### src/rtl/rf_pkg.sv
// Shared constants and FSM encoding for the register-file write controller.
package rf_pkg;
  localparam int AW    = 5;
  localparam int DW    = 32;
  localparam int DEPTH = 2 ** AW;

  typedef enum logic {
    ST_CLEAR = 1'b0,
    ST_RUN   = 1'b1
  } rf_state_e;

  localparam logic [AW-1:0] REG_ZERO = '0;
endpackage

### src/rtl/rf_prio_arb.sv
// Fixed-priority one-hot picker: the lowest set request bit wins.
module rf_prio_arb #(
  parameter int N = 3
) (
  input  logic [N-1:0] req,
  output logic [N-1:0] gnt
);
  // Isolate the lowest set bit (two's-complement trick).
  assign gnt = req & (~req + N'(1));
endmodule

### src/rtl/rf_write_ctrl.sv
// Register-file write-port controller: post-reset clear of every register,
// then starvation-protected fixed-priority sharing among NREQ writeback sources.
module rf_write_ctrl #(
  parameter int NREQ       = 3,
  parameter int AW         = rf_pkg::AW,
  parameter int DW         = rf_pkg::DW,
  parameter int STARVE_MAX = 4,
  parameter int DEPTH      = rf_pkg::DEPTH
) (
  input  logic                 CLK,
  input  logic                 RST,
  input  logic [NREQ-1:0]      req_valid,
  input  logic [NREQ*AW-1:0]   req_addr,
  input  logic [NREQ*DW-1:0]   req_data,
  output logic [NREQ-1:0]      req_ready,
  output logic                 busy,
  output logic                 RFWE,
  output logic [AW-1:0]        RFWA,
  output logic [DW-1:0]        RFWD
);
  import rf_pkg::*;

  localparam int CW = 4;

  rf_state_e                 state_q, state_d;
  logic [AW-1:0]             clr_cnt_q, clr_cnt_d;
  logic [NREQ-1:0][CW-1:0]   wait_q, wait_d;
  logic [NREQ-1:0]           starved, gnt_starve, gnt_all, gnt;
  logic [AW-1:0]             g_addr;
  logic [DW-1:0]             g_data;

  always_comb begin
    starved = '0;
    for (int i = 0; i < NREQ; i++)
      starved[i] = req_valid[i] && (wait_q[i] == CW'(STARVE_MAX));
  end

  rf_prio_arb #(.N(NREQ)) u_arb_starve (.req(starved),   .gnt(gnt_starve));
  rf_prio_arb #(.N(NREQ)) u_arb_all    (.req(req_valid), .gnt(gnt_all));

  always_comb begin
    gnt = '0;
    if (!RST && state_q == ST_RUN)
      gnt = (|starved) ? gnt_starve : gnt_all;
    g_addr = '0;
    g_data = '0;
    for (int i = 0; i < NREQ; i++) begin
      if (gnt[i]) begin
        g_addr = req_addr[i*AW +: AW];
        g_data = req_data[i*DW +: DW];
      end
    end
  end

  // Outputs are gated by RST directly so they go quiet the moment reset rises.
  always_comb begin
    req_ready = gnt;
    busy      = RST || (state_q == ST_CLEAR);
    RFWE      = 1'b0;
    RFWA      = '0;
    RFWD      = '0;
    if (!RST) begin
      if (state_q == ST_CLEAR) begin
        RFWE = 1'b1;
        RFWA = clr_cnt_q;
      end else begin
        RFWE = (|gnt) && (g_addr != AW'(REG_ZERO));
        RFWA = g_addr;
        RFWD = g_data;
      end
    end
  end

  always_comb begin
    state_d   = state_q;
    clr_cnt_d = clr_cnt_q;
    if (state_q == ST_CLEAR) begin
      clr_cnt_d = clr_cnt_q + AW'(1);
      if (clr_cnt_q == AW'(DEPTH - 1))
        state_d = ST_RUN;
    end
  end

  // Wait counters saturate at STARVE_MAX; any grant or withdrawn request resets them.
  always_comb begin
    wait_d = '0;
    for (int i = 0; i < NREQ; i++) begin
      if (req_valid[i] && !gnt[i])
        wait_d[i] = (wait_q[i] == CW'(STARVE_MAX)) ? wait_q[i] : wait_q[i] + CW'(1);
    end
  end

  always_ff @(posedge CLK or posedge RST) begin
    if (RST) begin
      state_q   <= ST_CLEAR;
      clr_cnt_q <= '0;
      wait_q    <= '0;
    end else begin
      state_q   <= state_d;
      clr_cnt_q <= clr_cnt_d;
      wait_q    <= wait_d;
    end
  end
endmodule

### config.mk
export PLATFORM = sky130hd
export DESIGN_NAME = rf_write_ctrl
export DESIGN_NICKNAME = d
export VERILOG_FILES = /design/src/rtl/rf_pkg.sv /design/src/rtl/rf_prio_arb.sv /design/src/rtl/rf_write_ctrl.sv
export SDC_FILE = /design/constraint.sdc
export NUM_CORES = 1
export LEC_CHECK = 0
export BUFFER_PORTS_ARGS = -buffer_cell sky130_fd_sc_hd__buf_2
export CAP_MARGIN = 15
export CORE_MARGIN = 3
export CORE_UTILIZATION = 40
export DETAILED_ROUTE_END_ITERATION = 6
export GPL_TIMING_DRIVEN = 1
export HOLD_SLACK_MARGIN = 0.03
export PLACE_DENSITY = 0.82
export SYNTH_ARGS = -nofsm -noshare
export SYNTH_HDL_FRONTEND = slang
export SYNTH_HIERARCHICAL = 1
export SYNTH_SLANG_ARGS = --single-unit
### constraint.sdc
create_clock -name CLK -period 3.03 [get_ports CLK]
set_input_delay 0.1515 -clock CLK [delete_from_list [all_inputs] [get_ports CLK]]
set_output_delay 0.1515 -clock CLK [all_outputs]
set_load 0.01 [all_outputs]
==> impl_metrics.prom, run 1 <==
# TYPE chip_impl_metric gauge
chip_impl_info{name="outcome",value="finished clean"} 1
chip_impl_metric{name="setup_viol",unit=""} 0
chip_impl_info{name="cts_root_buf",value="sky130_fd_sc_hd__clkbuf_8"} 1
chip_impl_metric{name="syn_avg_cell_area",unit="um^2"} 8.04
chip_impl_info{name="critical_path.reg2reg.endpoint",value="wait_q[10]"} 1
chip_impl_metric{name="initial_utilization",unit="%"} 41.8
chip_impl_metric{name="floorplan.io_pins",unit=""} 158
chip_impl_info{name="startpoint_type",value="flop"} 1
chip_impl_metric{name="route.detailed.vias_per_inst",unit=""} 5.21
chip_impl_metric{name="max_cap_viols",unit=""} 0
chip_impl_metric{name="final.period_utilization",unit="%"} 91.6
chip_impl_metric{name="die_height",unit="um"} 76.5
chip_impl_metric{name="drc_errors",unit=""} 0
chip_impl_metric{name="placedInstanceArea",unit="um^2"} 2780
chip_impl_metric{name="finalNetCount",unit=""} 522
chip_impl_metric{name="cts.hold.buffers_added",unit=""} 0
chip_impl_metric{name="grt_start_max_net_pins",unit=""} 38
chip_impl_info{name="holdCritPathClass",value="input pin to asynchronous set/reset pin"} 1
chip_impl_metric{name="netlist_instances",unit=""} 247
chip_impl_metric{name="buffer_ports.inserted",unit=""} 157
chip_impl_metric{name="hold_viol",unit=""} 0
chip_impl_metric{name="dr_total_vias",unit=""} 2419
chip_impl_metric{name="tritoncts.num_buffers",unit=""} 3
chip_impl_metric{name="critical_path_arrival",unit="ns"} 2.62
chip_impl_metric{name="maxSlewViolCount",unit=""} 0
chip_impl_metric{name="finalClockSkew",unit="ns"} 0.00414
chip_impl_info{name="worst-setup-path-type",value="flop to output pin"} 1
chip_impl_metric{name="ir_worst_vdd",unit="V"} 0.000395
chip_impl_metric{name="design.die.area",unit="um^2"} 5850
chip_impl_metric{name="layout-drive-gt1-share",unit="%"} 50.6
chip_impl_metric{name="leakagePower",unit="uW"} 0.00160
chip_impl_metric{name="timing.max_slew.rel_slack",unit="%"} 53.4
chip_impl_metric{name="antennaDiodeCount",unit=""} 0
chip_impl_metric{name="netlist_area",unit="um^2"} 1990
chip_impl_metric{name="yosysSeqAreaShare",unit="%"} 22.7
chip_impl_metric{name="achievable-frequency",unit="GHz"} 0.360
chip_impl_metric{name="area_delta_synth_final",unit="%"} 45.5
chip_impl_metric{name="cts-root-to-sink-buffers",unit=""} 2
chip_impl_metric{name="worst_setup_hold_path_clk_slew",unit="ns"} 0.07
chip_impl_metric{name="synth.lib_cells_used.distinct",unit=""} 45
chip_impl_metric{name="path_max_fanout",unit=""} 24
chip_impl_info{name="cts_tree",value="yes"} 1
chip_impl_info{name="timing.critical_path.max_delay_family",value="buffers and inverters"} 1
chip_impl_metric{name="number_of_antenna_violations_at_the_first_check_in_global_routing",unit=""} 0
chip_impl_metric{name="total_wirelength",unit="um"} 6880
chip_impl_metric{name="area_of_all_placed_cells_without_fillers",unit="um^2"} 2890
chip_impl_metric{name="globalRoute.totalOverflow",unit=""} 0
chip_impl_metric{name="grt_pass1_vias",unit=""} 2363
chip_impl_metric{name="dpl_worst_slack",unit="ns"} 0.408
chip_impl_metric{name="worst_reg2reg_path_length_in_cells",unit=""} 9
chip_impl_metric{name="layout.core_utilization",unit="%"} 60.8
chip_impl_metric{name="ys_ff_latch",unit=""} 18
chip_impl_metric{name="synth_edf_count",unit=""} 0
chip_impl_metric{name="clock_latency_at_the_later_pin_of_the_worst_skew_pair",unit="ns"} 0.26
chip_impl_info{name="unrepaired_setup_endpoints_after_global_routing",value="false"} 1
chip_impl_info{name="critical_path.slowest_cell",value="sky130_fd_sc_hd__dfrtp_1"} 1
chip_impl_metric{name="finalWorstSetupSlack",unit="ns"} 0.254
chip_impl_metric{name="max_stage_delay",unit="ns"} 0.42
chip_impl_info{name="setup.worst_path.end_class",value="output pin"} 1
chip_impl_metric{name="power.total",unit="uW"} 1030
chip_impl_metric{name="place.gp.congestion",unit=""} 0.822
chip_impl_metric{name="die_x",unit="um"} 76.5
chip_impl_metric{name="worst-slew-pin-transition",unit="ns"} 0.699
chip_impl_info{name="critical_path_cell_list",value="inv_1, ha_1, nand4b_2, clkinv_2, nor2b_1, nor3b_1, mux2_4, buf_4, a221oi_1, nor2_1, buf_2"} 1
chip_impl_metric{name="firstDrtPassIters",unit=""} 4
chip_impl_metric{name="reg2reg_slack",unit="ns"} 0.97
chip_impl_info{name="r2r-start",value="wait_q[0]"} 1
chip_impl_metric{name="dr.first_iter.drc_count",unit=""} 79
chip_impl_metric{name="yosys_warn_count",unit=""} 6
chip_impl_metric{name="syn-num-nets",unit=""} 371
chip_impl_metric{name="fin_tns_setup",unit="ns"} 0
chip_impl_metric{name="cp_num_buf_inv",unit=""} 4
chip_impl_metric{name="synth-async-reset-ratio",unit="%"} 100
chip_impl_info{name="synthFlopType",value="sky130_fd_sc_hd__dfrtp_1"} 1
chip_impl_metric{name="htreeDepth",unit=""} 1
chip_impl_metric{name="power.density_cell_area",unit="nW/um^2"} 355
chip_impl_metric{name="clock-sinks",unit=""} 18
chip_impl_metric{name="global_route.usage.total",unit="%"} 23.4
chip_impl_metric{name="routed_wire_length_per_instance",unit="um"} 14.8
chip_impl_metric{name="antenna_violating_nets_post_route",unit=""} 0
chip_impl_metric{name="std_cell_rows",unit=""} 25
chip_impl_metric{name="coreArea",unit="um^2"} 4750
chip_impl_metric{name="critical_path_required",unit="ns"} 2.88
chip_impl_metric{name="dp_hpwl",unit="um"} 5580
chip_impl_metric{name="fin_crit",unit="ns"} 2.78
chip_impl_metric{name="grt_pass1_wl",unit="um"} 11500
## power breakdown
part / switching, uW / internal [uW] / leakage, uW / total, uW
logic: 274 / 249 / 0.00133 / 522
clock network: 79.5 / 116 / 0.0000288 / 195
registers: 38.8 / 270 / 0.000240 / 309
total: 392 / 635 / 0.00160 / 1030
## metrics by stage
step / cells / hold slack (ns)
global route: 464 / 0.133
detailed placement: 455 / 0.359
floorplan: 247 / 0.0985
finish: 464 / 0.0663
CTS: 459 / 0.0794
global placement: 455 / 0.347
## cell usage in the layout, fill, tap and decap left out, types with 3 or more instances in the layout
cell                       Yosys  routed
sky130_fd_sc_hd__xnor2_1       8       8
sky130_fd_sc_hd__a21oi_1      10      10
sky130_fd_sc_hd__ha_1          8       8
sky130_fd_sc_hd__nand3_1       5       5
sky130_fd_sc_hd__buf_2        14     157
sky130_fd_sc_hd__nor2_1       80      80
sky130_fd_sc_hd__inv_1         8       8
sky130_fd_sc_hd__clkbuf_8      0       4
sky130_fd_sc_hd__nand2_1       6       6
sky130_fd_sc_hd__nand2b_1      3       3
sky130_fd_sc_hd__nand4_1       3       3
sky130_fd_sc_hd__nand3b_1      3       3
sky130_fd_sc_hd__inv_4         2       3
sky130_fd_sc_hd__a221oi_1     22      22
sky130_fd_sc_hd__a221oi_2     12      12
sky130_fd_sc_hd__buf_4         5       6
sky130_fd_sc_hd__nor3_1        3       3
sky130_fd_sc_hd__dfrtp_1      18      18
## how the worst max path moves through the flow
stage	from	to	slack, ns	depth (start not counted)
6_report	wait_q[4]	RFWD[11]	0.25	11
4_1_cts	wait_q[4]	RFWD[15]	0.12	11
3_5_place_dp	wait_q[4]	RFWD[15]	0.41	11
2_1_floorplan	wait_q[4]	RFWE	0.78	11
3_3_place_gp	wait_q[4]	RFWD[31]	0.51	11
5_1_grt	wait_q[4]	RFWD[9]	0.02	11
## cell usage after synthesis, types with 2 or more instances
cell type / number / area share (%)
sky130_fd_sc_hd__mux2_2: 2 / 1.1
sky130_fd_sc_hd__o21ai_0: 2 / 0.50
sky130_fd_sc_hd__inv_4: 2 / 0.63
sky130_fd_sc_hd__nor3b_1: 2 / 0.76
sky130_fd_sc_hd__nand2_1: 6 / 1.1
sky130_fd_sc_hd__buf_4: 5 / 1.9
sky130_fd_sc_hd__nand3b_1: 3 / 1.1
sky130_fd_sc_hd__buf_2: 14 / 3.5
sky130_fd_sc_hd__nand2b_1: 3 / 0.94
sky130_fd_sc_hd__nand4b_4: 2 / 2.4
sky130_fd_sc_hd__mux2i_1: 2 / 1.0
sky130_fd_sc_hd__nor3b_2: 2 / 1.3
sky130_fd_sc_hd__nand4_1: 3 / 0.94
sky130_fd_sc_hd__a221oi_1: 22 / 9.7
sky130_fd_sc_hd__inv_1: 8 / 1.5
sky130_fd_sc_hd__ha_1: 8 / 5.0
sky130_fd_sc_hd__o21ai_2: 2 / 0.88
sky130_fd_sc_hd__a221o_1: 2 / 1.0
sky130_fd_sc_hd__nor3_1: 3 / 0.76
sky130_fd_sc_hd__nor2b_1: 2 / 0.63
sky130_fd_sc_hd__a221oi_2: 12 / 9.1
sky130_fd_sc_hd__a21oi_1: 10 / 2.5
sky130_fd_sc_hd__nand3_1: 5 / 1.3
sky130_fd_sc_hd__nor2_1: 80 / 15
sky130_fd_sc_hd__dfrtp_1: 18 / 23
sky130_fd_sc_hd__xnor2_1: 8 / 3.5
## cells by family (layout without fill, tap and decap cells)
family          count (synthesis)  count (layout)  synth area share, %
flops                          18              18                 22.7
compound gates                 60              60                 28.5
simple gates                  116             116                 28.8
xor+xnor                        8               8                 3.53
fa+ha+maj                       8               8                 5.04
buf+inv                        32             182                 8.56
mux                             5               5                 2.90
## state kept, by name, summed over array words and instances (netlist names)
signal     count
wait_q        12
state_q        1
clr_cnt_q      5
## area by class of cell
type,count,area [um^2]
Multi-Input combinational cell,197,1370
Timing Repair Buffer,166,873
Sequential cell,18,450
Fill cell,446,1860
Inverter,12,53.8
Tap cell,67,83.8
Clock buffer,4,55.1
## routing by layer
layer,vias up,global-route usage (%),part of all wire [%]
met1,1103,28.7,40
met2,105,41.4,51
li1,1196,-,-
met3,15,4.14,6.5
met5,-,0,0
met4,0,7.43,2.5
## repair_timing
action / 4_1_cts / 5_1_grt
resized for setup: 0 / 4
setup buffers: 0 / 5
endpoints found under the setup margin: 0 / 23
Note: power is estimated with default switching activity, not from simulation.
==> inputs of run 2 (changes only) <==
==> constraint.sdc (replaced) <==
create_clock -name CLK -period 3.03 [get_ports CLK]
set_input_delay 0.606 -clock CLK [delete_from_list [all_inputs] [get_ports CLK]]
set_output_delay 0.606 -clock CLK [all_outputs]
set_load 0.01 [all_outputs]
==> impl_metrics.prom, run 2 (synthesized netlist as in run 1, its figures left out) <==
# TYPE chip_impl_metric gauge
chip_impl_info{name="outcome",value="complete, but fails checks"} 1
chip_impl_info{name="violations",value="setup timing"} 1
chip_impl_metric{name="path_max_fanout",unit=""} 8
chip_impl_metric{name="firstDrtPassIters",unit=""} 4
chip_impl_metric{name="std_cell_rows",unit=""} 25
chip_impl_metric{name="grt_pass1_vias",unit=""} 2437
chip_impl_metric{name="number_of_antenna_violations_at_the_first_check_in_global_routing",unit=""} 3
chip_impl_metric{name="power.density_cell_area",unit="nW/um^2"} 354
chip_impl_metric{name="htreeDepth",unit=""} 1
chip_impl_info{name="setup.worst_path.end_class",value="output pin"} 1
chip_impl_metric{name="final.period_utilization",unit="%"} 100
chip_impl_metric{name="die_x",unit="um"} 76.5
chip_impl_metric{name="finalNetCount",unit=""} 537
chip_impl_metric{name="dr_total_vias",unit=""} 2557
chip_impl_metric{name="total_wirelength",unit="um"} 7560
chip_impl_metric{name="timing.max_slew.rel_slack",unit="%"} 69.2
chip_impl_metric{name="leakagePower",unit="uW"} 0.00169
chip_impl_metric{name="final.hold.worst_slack",unit="ns"} 0.464
chip_impl_metric{name="critical_path_required",unit="ns"} 2.42
chip_impl_info{name="holdCritPathClass",value="input pin to asynchronous set/reset pin"} 1
chip_impl_metric{name="clock-sinks",unit=""} 18
chip_impl_metric{name="grt_pass1_wl",unit="um"} 11600
chip_impl_info{name="unrepaired_setup_endpoints_after_global_routing",value="true"} 1
chip_impl_metric{name="hold_viol",unit=""} 0
chip_impl_metric{name="ir_worst_vdd",unit="V"} 0.000337
chip_impl_metric{name="reg2reg_slack",unit="ns"} 0.89
chip_impl_metric{name="layout-drive-gt1-share",unit="%"} 56.0
chip_impl_metric{name="route.detailed.vias_per_inst",unit=""} 5.32
chip_impl_metric{name="fin_crit",unit="ns"} 3.03
chip_impl_metric{name="design.die.area",unit="um^2"} 5850
chip_impl_metric{name="place.detailed.instances",unit=""} 460
chip_impl_metric{name="place.gp.congestion",unit=""} 0.882
chip_impl_metric{name="finalClockSkew",unit="ns"} 0.000718
chip_impl_metric{name="routed_wire_length_per_instance",unit="um"} 15.7
chip_impl_metric{name="largest_register_ffs",unit=""} 12
chip_impl_metric{name="area_delta_synth_final",unit="%"} 56.7
chip_impl_metric{name="achievable-frequency",unit="GHz"} 0.330
chip_impl_metric{name="clock_latency_at_the_later_pin_of_the_worst_skew_pair",unit="ns"} 0.25
chip_impl_info{name="top_regs",value="wait_q (12), clr_cnt_q (5), state_q (1)"} 1
chip_impl_info{name="top_register_by_number_of_flip_flops",value="wait_q"} 1
chip_impl_metric{name="antenna_violating_nets_post_route",unit=""} 0
chip_impl_metric{name="worst-slew-pin-transition",unit="ns"} 0.457
chip_impl_info{name="cts_tree",value="yes"} 1
chip_impl_metric{name="dr.first_iter.drc_count",unit=""} 100
chip_impl_info{name="mostFrequentLayoutCells",value="157 x sky130_fd_sc_hd__buf_2, 78 x sky130_fd_sc_hd__nor2_1, 20 x sky130_fd_sc_hd__buf_4"} 1
chip_impl_metric{name="buffer_ports.inserted",unit=""} 157
chip_impl_metric{name="worst_setup_hold_path_clk_slew",unit="ns"} 0.07
chip_impl_metric{name="cts.hold.buffers_added",unit=""} 0
chip_impl_metric{name="dp_hpwl",unit="um"} 5690
chip_impl_metric{name="globalRoute.totalOverflow",unit=""} 0
chip_impl_info{name="cts_root_buf",value="sky130_fd_sc_hd__clkbuf_8"} 1
chip_impl_metric{name="floorplan.io_pins",unit=""} 158
chip_impl_metric{name="global_route.usage.total",unit="%"} 23.9
chip_impl_metric{name="critical_path_arrival",unit="ns"} 2.43
chip_impl_metric{name="cts-root-to-sink-buffers",unit=""} 2
chip_impl_info{name="most_common_cell_after_layout_fill_and_taps_aside",value="sky130_fd_sc_hd__buf_2"} 1
chip_impl_metric{name="n_fill_cell",unit=""} 412
chip_impl_metric{name="tritoncts.num_buffers",unit=""} 3
chip_impl_metric{name="coreArea",unit="um^2"} 4750
chip_impl_info{name="startpoint_type",value="flop"} 1
chip_impl_metric{name="max_cap_viols",unit=""} 0
chip_impl_metric{name="initial_utilization",unit="%"} 41.8
chip_impl_info{name="worst-setup-path-type",value="flop to output pin"} 1
chip_impl_metric{name="finalWorstSetupSlack",unit="ns"} -0.00339
chip_impl_metric{name="setup_viol",unit=""} 1
chip_impl_metric{name="maxSlewViolCount",unit=""} 0
chip_impl_metric{name="drc_errors",unit=""} 0
chip_impl_metric{name="grt_start_max_net_pins",unit=""} 30
chip_impl_metric{name="layoutNonFillerInstCount",unit=""} 481
chip_impl_metric{name="die_height",unit="um"} 76.5
[run 2: critical path, stage by stage (launching register included)]
cell                       delay [ns]
sky130_fd_sc_hd__dfrtp_1         0.39
sky130_fd_sc_hd__inv_2           0.08
sky130_fd_sc_hd__ha_4            0.15
sky130_fd_sc_hd__nand4b_4        0.13
sky130_fd_sc_hd__clkinv_4        0.10
sky130_fd_sc_hd__nor2b_4         0.16
sky130_fd_sc_hd__nor3b_1         0.06
sky130_fd_sc_hd__mux2_4          0.35
sky130_fd_sc_hd__a221oi_2        0.28
sky130_fd_sc_hd__o22a_1          0.19
sky130_fd_sc_hd__a41oi_2         0.12
sky130_fd_sc_hd__buf_2           0.16
[run 2: final cells by class]
type	count	area (um^2)	area share, %
Antenna cell	3	7.51	0.241
Timing Repair inverter	1	5.00	0.161
Sequential cell	18	450	14.5
Inverter	12	62.6	2.01
Clock buffer	3	41.3	1.33
Multi-Input combinational cell	197	1480	47.4
Timing Repair Buffer	180	987	31.7
Tap cell	67	83.8	2.69
[run 2: per-layer routing]
layer / vias to the layer above / share of wire, % / GRT usage, %
met1: 1178 / 39 / 28.3
met5: - / 0 / 0
met4: 0 / 2.1 / 9.06
met3: 20 / 7.0 / 4.14
li1: 1236 / - / -
met2: 123 / 52 / 42.6
[run 2: power by group]
group	internal [uW]	total [uW]	switching [uW]
logic	319	639	320
clock network	88.1	163	75.3
registers	270	300	29.7
total	678	1100	425
[run 2: repair_timing]
item / CTS / global route
gates cloned: 0 / 1
hold endpoints to repair: 0 / 0
pin swaps: 5 / 3
endpoints found under the setup margin: 36 / 37
setup buffers: 11 / 3
resized for setup: 14 / 16
[run 2: through the flow]
step	utilization [%]	setup slack, ns	power [uW]	TNS (ns)	area, um^2
3_5_place_dp	59.4	0.0860	833	0	2830
5_1_grt	65.5	-0.133	1180	-1.97	3110
2_1_floorplan	-	0.328	634	0	1990
3_3_place_gp	59.4	0.142	824	0	2830
4_1_cts	63.1	0.00395	1060	0	3000
6_report	65.5	-0.00339	1100	-0.00339	3110
[run 2: final timing paths]
path                               from           end  depth (start not counted)
hold reg to reg            clr_cnt_q[3]  clr_cnt_q[3]                          1
min in group CLK           clr_cnt_q[3]  clr_cnt_q[3]                          1
hold / removal                      RST  clr_cnt_q[1]                          3
setup / recovery              wait_q[5]          RFWE                         11
max in group asynchronous           RST     wait_q[1]                          3
setup reg to reg              wait_q[5]     wait_q[7]                         10
==> inputs of run 3 (changes only) <==
CORE_UTILIZATION = 41   (was 40)
CTS_BUF_LIST = sky130_fd_sc_hd__clkbuf_4   (was default)
PLACE_DENSITY = 0.83   (was 0.82)
SLEW_MARGIN = 40   (was default)
==> impl_metrics.prom, run 3 (synthesized netlist as in run 1, its figures left out) <==
# TYPE chip_impl_metric gauge
chip_impl_metric{name="fin_crit",unit="ns"} 3.11
chip_impl_metric{name="grt_start_max_net_pins",unit=""} 20
chip_impl_metric{name="std_cell_rows",unit=""} 24
chip_impl_info{name="r2r-start",value="wait_q[5]"} 1
chip_impl_metric{name="htreeDepth",unit=""} 1
chip_impl_metric{name="power.switching",unit="uW"} 478
chip_impl_metric{name="placedInstanceArea",unit="um^2"} 2800
chip_impl_metric{name="maxSlewViolCount",unit=""} 0
chip_impl_info{name="outcome",value="complete, but fails checks"} 1
chip_impl_metric{name="critical_path_arrival",unit="ns"} 2.51
chip_impl_metric{name="tritoncts.num_buffers",unit=""} 3
chip_impl_metric{name="max_cap_viols",unit=""} 0
chip_impl_metric{name="max_stage_delay",unit="ns"} 0.40
chip_impl_metric{name="antennaDiodeCount",unit=""} 0
chip_impl_info{name="critical_path_cell_list",value="inv_2, ha_4, nand4b_4, clkinv_4, nor2b_4, o31ai_4, a21oi_4, buf_4, a221oi_4, or2_1, a21oi_2, buf_2"} 1
chip_impl_metric{name="p_int",unit="uW"} 693
chip_impl_info{name="top_register_by_number_of_flip_flops",value="wait_q"} 1
chip_impl_metric{name="dpl_worst_slack",unit="ns"} 0.0753
chip_impl_metric{name="final.period_utilization",unit="%"} 103
chip_impl_metric{name="achievable-frequency",unit="GHz"} 0.321
chip_impl_metric{name="die_height",unit="um"} 75.6
chip_impl_info{name="cts_root_buf",value="sky130_fd_sc_hd__clkbuf_4"} 1
chip_impl_metric{name="dr_total_vias",unit=""} 2750
chip_impl_metric{name="finalWorstSetupSlack",unit="ns"} -0.0843
chip_impl_metric{name="ir_worst_vdd",unit="V"} 0.000354
chip_impl_metric{name="path_max_fanout",unit=""} 5
chip_impl_info{name="unrepaired_setup_endpoints_after_global_routing",value="true"} 1
chip_impl_metric{name="leakagePower",unit="uW"} 0.00177
chip_impl_metric{name="route.detailed.vias_per_inst",unit=""} 5.80
chip_impl_metric{name="layout.core_utilization",unit="%"} 74.9
chip_impl_info{name="mostFrequentLayoutCells",value="157 x sky130_fd_sc_hd__buf_2, 67 x sky130_fd_sc_hd__nor2_1, 26 x sky130_fd_sc_hd__buf_4"} 1
chip_impl_metric{name="critical_path_required",unit="ns"} 2.42
chip_impl_metric{name="antenna_violating_nets_post_route",unit=""} 0
chip_impl_info{name="critPathLaunch",value="wait_q[5]"} 1
chip_impl_metric{name="clock-sinks",unit=""} 18
chip_impl_metric{name="worst_reg2reg_path_length_in_cells",unit=""} 10
chip_impl_metric{name="dp_hpwl",unit="um"} 5820
chip_impl_info{name="top_regs",value="wait_q (12), clr_cnt_q (5), state_q (1)"} 1
chip_impl_metric{name="worst-path-stages",unit=""} 12
chip_impl_info{name="worst-setup-path-type",value="flop to output pin"} 1
chip_impl_metric{name="routed_wire_length_per_instance",unit="um"} 18.6
chip_impl_info{name="startpoint_type",value="flop"} 1
chip_impl_metric{name="floorplan.io_pins",unit=""} 158
chip_impl_info{name="critical_path.slowest_cell",value="sky130_fd_sc_hd__dfrtp_1"} 1
chip_impl_metric{name="firstDrtPassIters",unit=""} 4
chip_impl_metric{name="area_of_all_placed_cells_without_fillers",unit="um^2"} 3370
chip_impl_metric{name="sequentialPowerShare",unit="%"} 25.6
chip_impl_metric{name="design.die.area",unit="um^2"} 5720
chip_impl_metric{name="area_delta_synth_final",unit="%"} 69.8
chip_impl_metric{name="place.gp.congestion",unit=""} 0.890
chip_impl_info{name="setup.worst_path.end",value="RFWA[2]"} 1
chip_impl_metric{name="die_x",unit="um"} 75.6
chip_impl_metric{name="combinationalPowerShare",unit="%"} 63.6
chip_impl_metric{name="hold_viol",unit=""} 0
chip_impl_metric{name="total_wirelength",unit="um"} 8820
chip_impl_metric{name="global_route.usage.total",unit="%"} 23.5
chip_impl_metric{name="n_fill_cell",unit=""} 318
chip_impl_metric{name="dr.first_iter.drc_count",unit=""} 118
chip_impl_metric{name="finalNetCount",unit=""} 547
chip_impl_info{name="timing.critical_path.max_delay_family",value="simple AND/OR/NAND/NOR gates"} 1
chip_impl_metric{name="grt_pass1_wl",unit="um"} 10400
chip_impl_metric{name="buffer_ports.inserted",unit=""} 157
chip_impl_metric{name="layout-drive-gt1-share",unit="%"} 62.6
chip_impl_info{name="most_common_cell_after_layout_fill_and_taps_aside",value="sky130_fd_sc_hd__buf_2"} 1
chip_impl_info{name="critical_path.reg2reg.endpoint",value="wait_q[5]"} 1
chip_impl_info{name="setup.worst_path.end_class",value="output pin"} 1
chip_impl_info{name="cts_tree",value="yes"} 1
chip_impl_metric{name="reg2reg_slack",unit="ns"} 0.88
chip_impl_metric{name="globalRoute.totalOverflow",unit=""} 0
chip_impl_metric{name="worst-slew-pin-transition",unit="ns"} 0.457
chip_impl_metric{name="coreArea",unit="um^2"} 4500
chip_impl_metric{name="cts.hold.buffers_added",unit=""} 0
chip_impl_metric{name="finalClockSkew",unit="ns"} 0.00721
chip_impl_metric{name="worst_setup_hold_path_clk_slew",unit="ns"} 0.11
chip_impl_metric{name="power.density_cell_area",unit="nW/um^2"} 347
chip_impl_metric{name="clock_latency_at_the_later_pin_of_the_worst_skew_pair",unit="ns"} 0.30
chip_impl_metric{name="initial_utilization",unit="%"} 44.1
chip_impl_metric{name="cp_num_buf_inv",unit=""} 4
chip_impl_info{name="violations",value="setup timing"} 1
chip_impl_metric{name="power.share.clock",unit="%"} 10.8
chip_impl_metric{name="cts-root-to-sink-buffers",unit=""} 2
chip_impl_metric{name="timing.max_slew.rel_slack",unit="%"} 69.2
chip_impl_metric{name="power_switching_share",unit="%"} 40.9
chip_impl_metric{name="number_of_antenna_violations_at_the_first_check_in_global_routing",unit=""} 0
chip_impl_metric{name="drc_errors",unit=""} 0
chip_impl_metric{name="setup_viol",unit=""} 21
chip_impl_metric{name="largest_register_ffs",unit=""} 12
chip_impl_metric{name="grt_pass1_vias",unit=""} 2284
chip_impl_info{name="holdCritPathClass",value="input pin to asynchronous set/reset pin"} 1
[run 3: cell types whose count changed in the layout (fill, tap and decap cells not counted), moves of 5 or more]
cell,previous run,this run
sky130_fd_sc_hd__nor2_4,1,7
sky130_fd_sc_hd__nor2_2,1,6
sky130_fd_sc_hd__buf_4,20,26
sky130_fd_sc_hd__nor2_1,78,67
sky130_fd_sc_hd__a221oi_2,14,22
sky130_fd_sc_hd__a221oi_1,19,9
[run 3: stage by stage]
step / hold slack [ns] / setup TNS (ns) / cells / power (uW)
after floorplan: 0.460 / 0 / 247 / 634
after global placement: 0.482 / 0 / 446 / 817
after detailed placement: 0.506 / 0 / 446 / 835
after CTS: 0.398 / 0 / 463 / 1060
after global routing: 0.436 / -3.70 / 474 / 1240
final: 0.441 / -0.588 / 474 / 1170
[run 3: timing repair]
item                       4_1_cts  5_1_grt
pin swaps                        7       12
gates cloned                     1        1
setup buffers                   12       11
setup endpoints to repair       38       37
resized for setup               25       53
[run 3: worst min-delay path, delay by kind of cell]
kind                   cells  cell delay (ns)
buffers and inverters      3             0.53
[run 3: how the worst min path moves through the flow]
stage               slack [ns]  cells past startpoint      endpoint
floorplan                 0.46                      1  clr_cnt_q[3]
global placement          0.48                      1  clr_cnt_q[3]
detailed placement        0.51                      1  clr_cnt_q[2]
CTS                       0.40                      3    wait_q[10]
global route              0.44                      3  clr_cnt_q[0]
finish                    0.44                      3    wait_q[10]
[run 3: metal layers]
metal,share of wire [%],wire [um],global-route usage (%),vias up
li1,-,-,-,1246
met2,53,4700,43.4,151
met4,3.3,294,8.35,0
met5,0,0,0,-
met1,36,3220,27.9,1325
met3,6.9,607,2.77,28
[run 3: power groups by stage]
| stage | Combinational [uW] | Sequential (uW) | Clock (uW) |
|---|---|---|---|
| 4_1_cts | 633 | 298 | 128 |
| 3_5_place_dp | 524 | 311 | 0 |
| 6_report | 745 | 300 | 126 |
| 5_1_grt | 802 | 303 | 138 |
| 3_3_place_gp | 510 | 307 | 0 |
| 2_1_floorplan | 330 | 304 | 0 |
[run 3: cell type report]
cell class	instances	area [um^2]	share of cell area, %
clock inverters	1	3.75	0.111
flip-flops and latches	18	450	13.4
repair inverters	1	5.00	0.148
inverters	12	70.1	2.08
multi-input cells	197	1670	49.4
clock buffers	3	22.5	0.668
repair buffers	190	1090	32.3
well taps	52	65.1	1.93
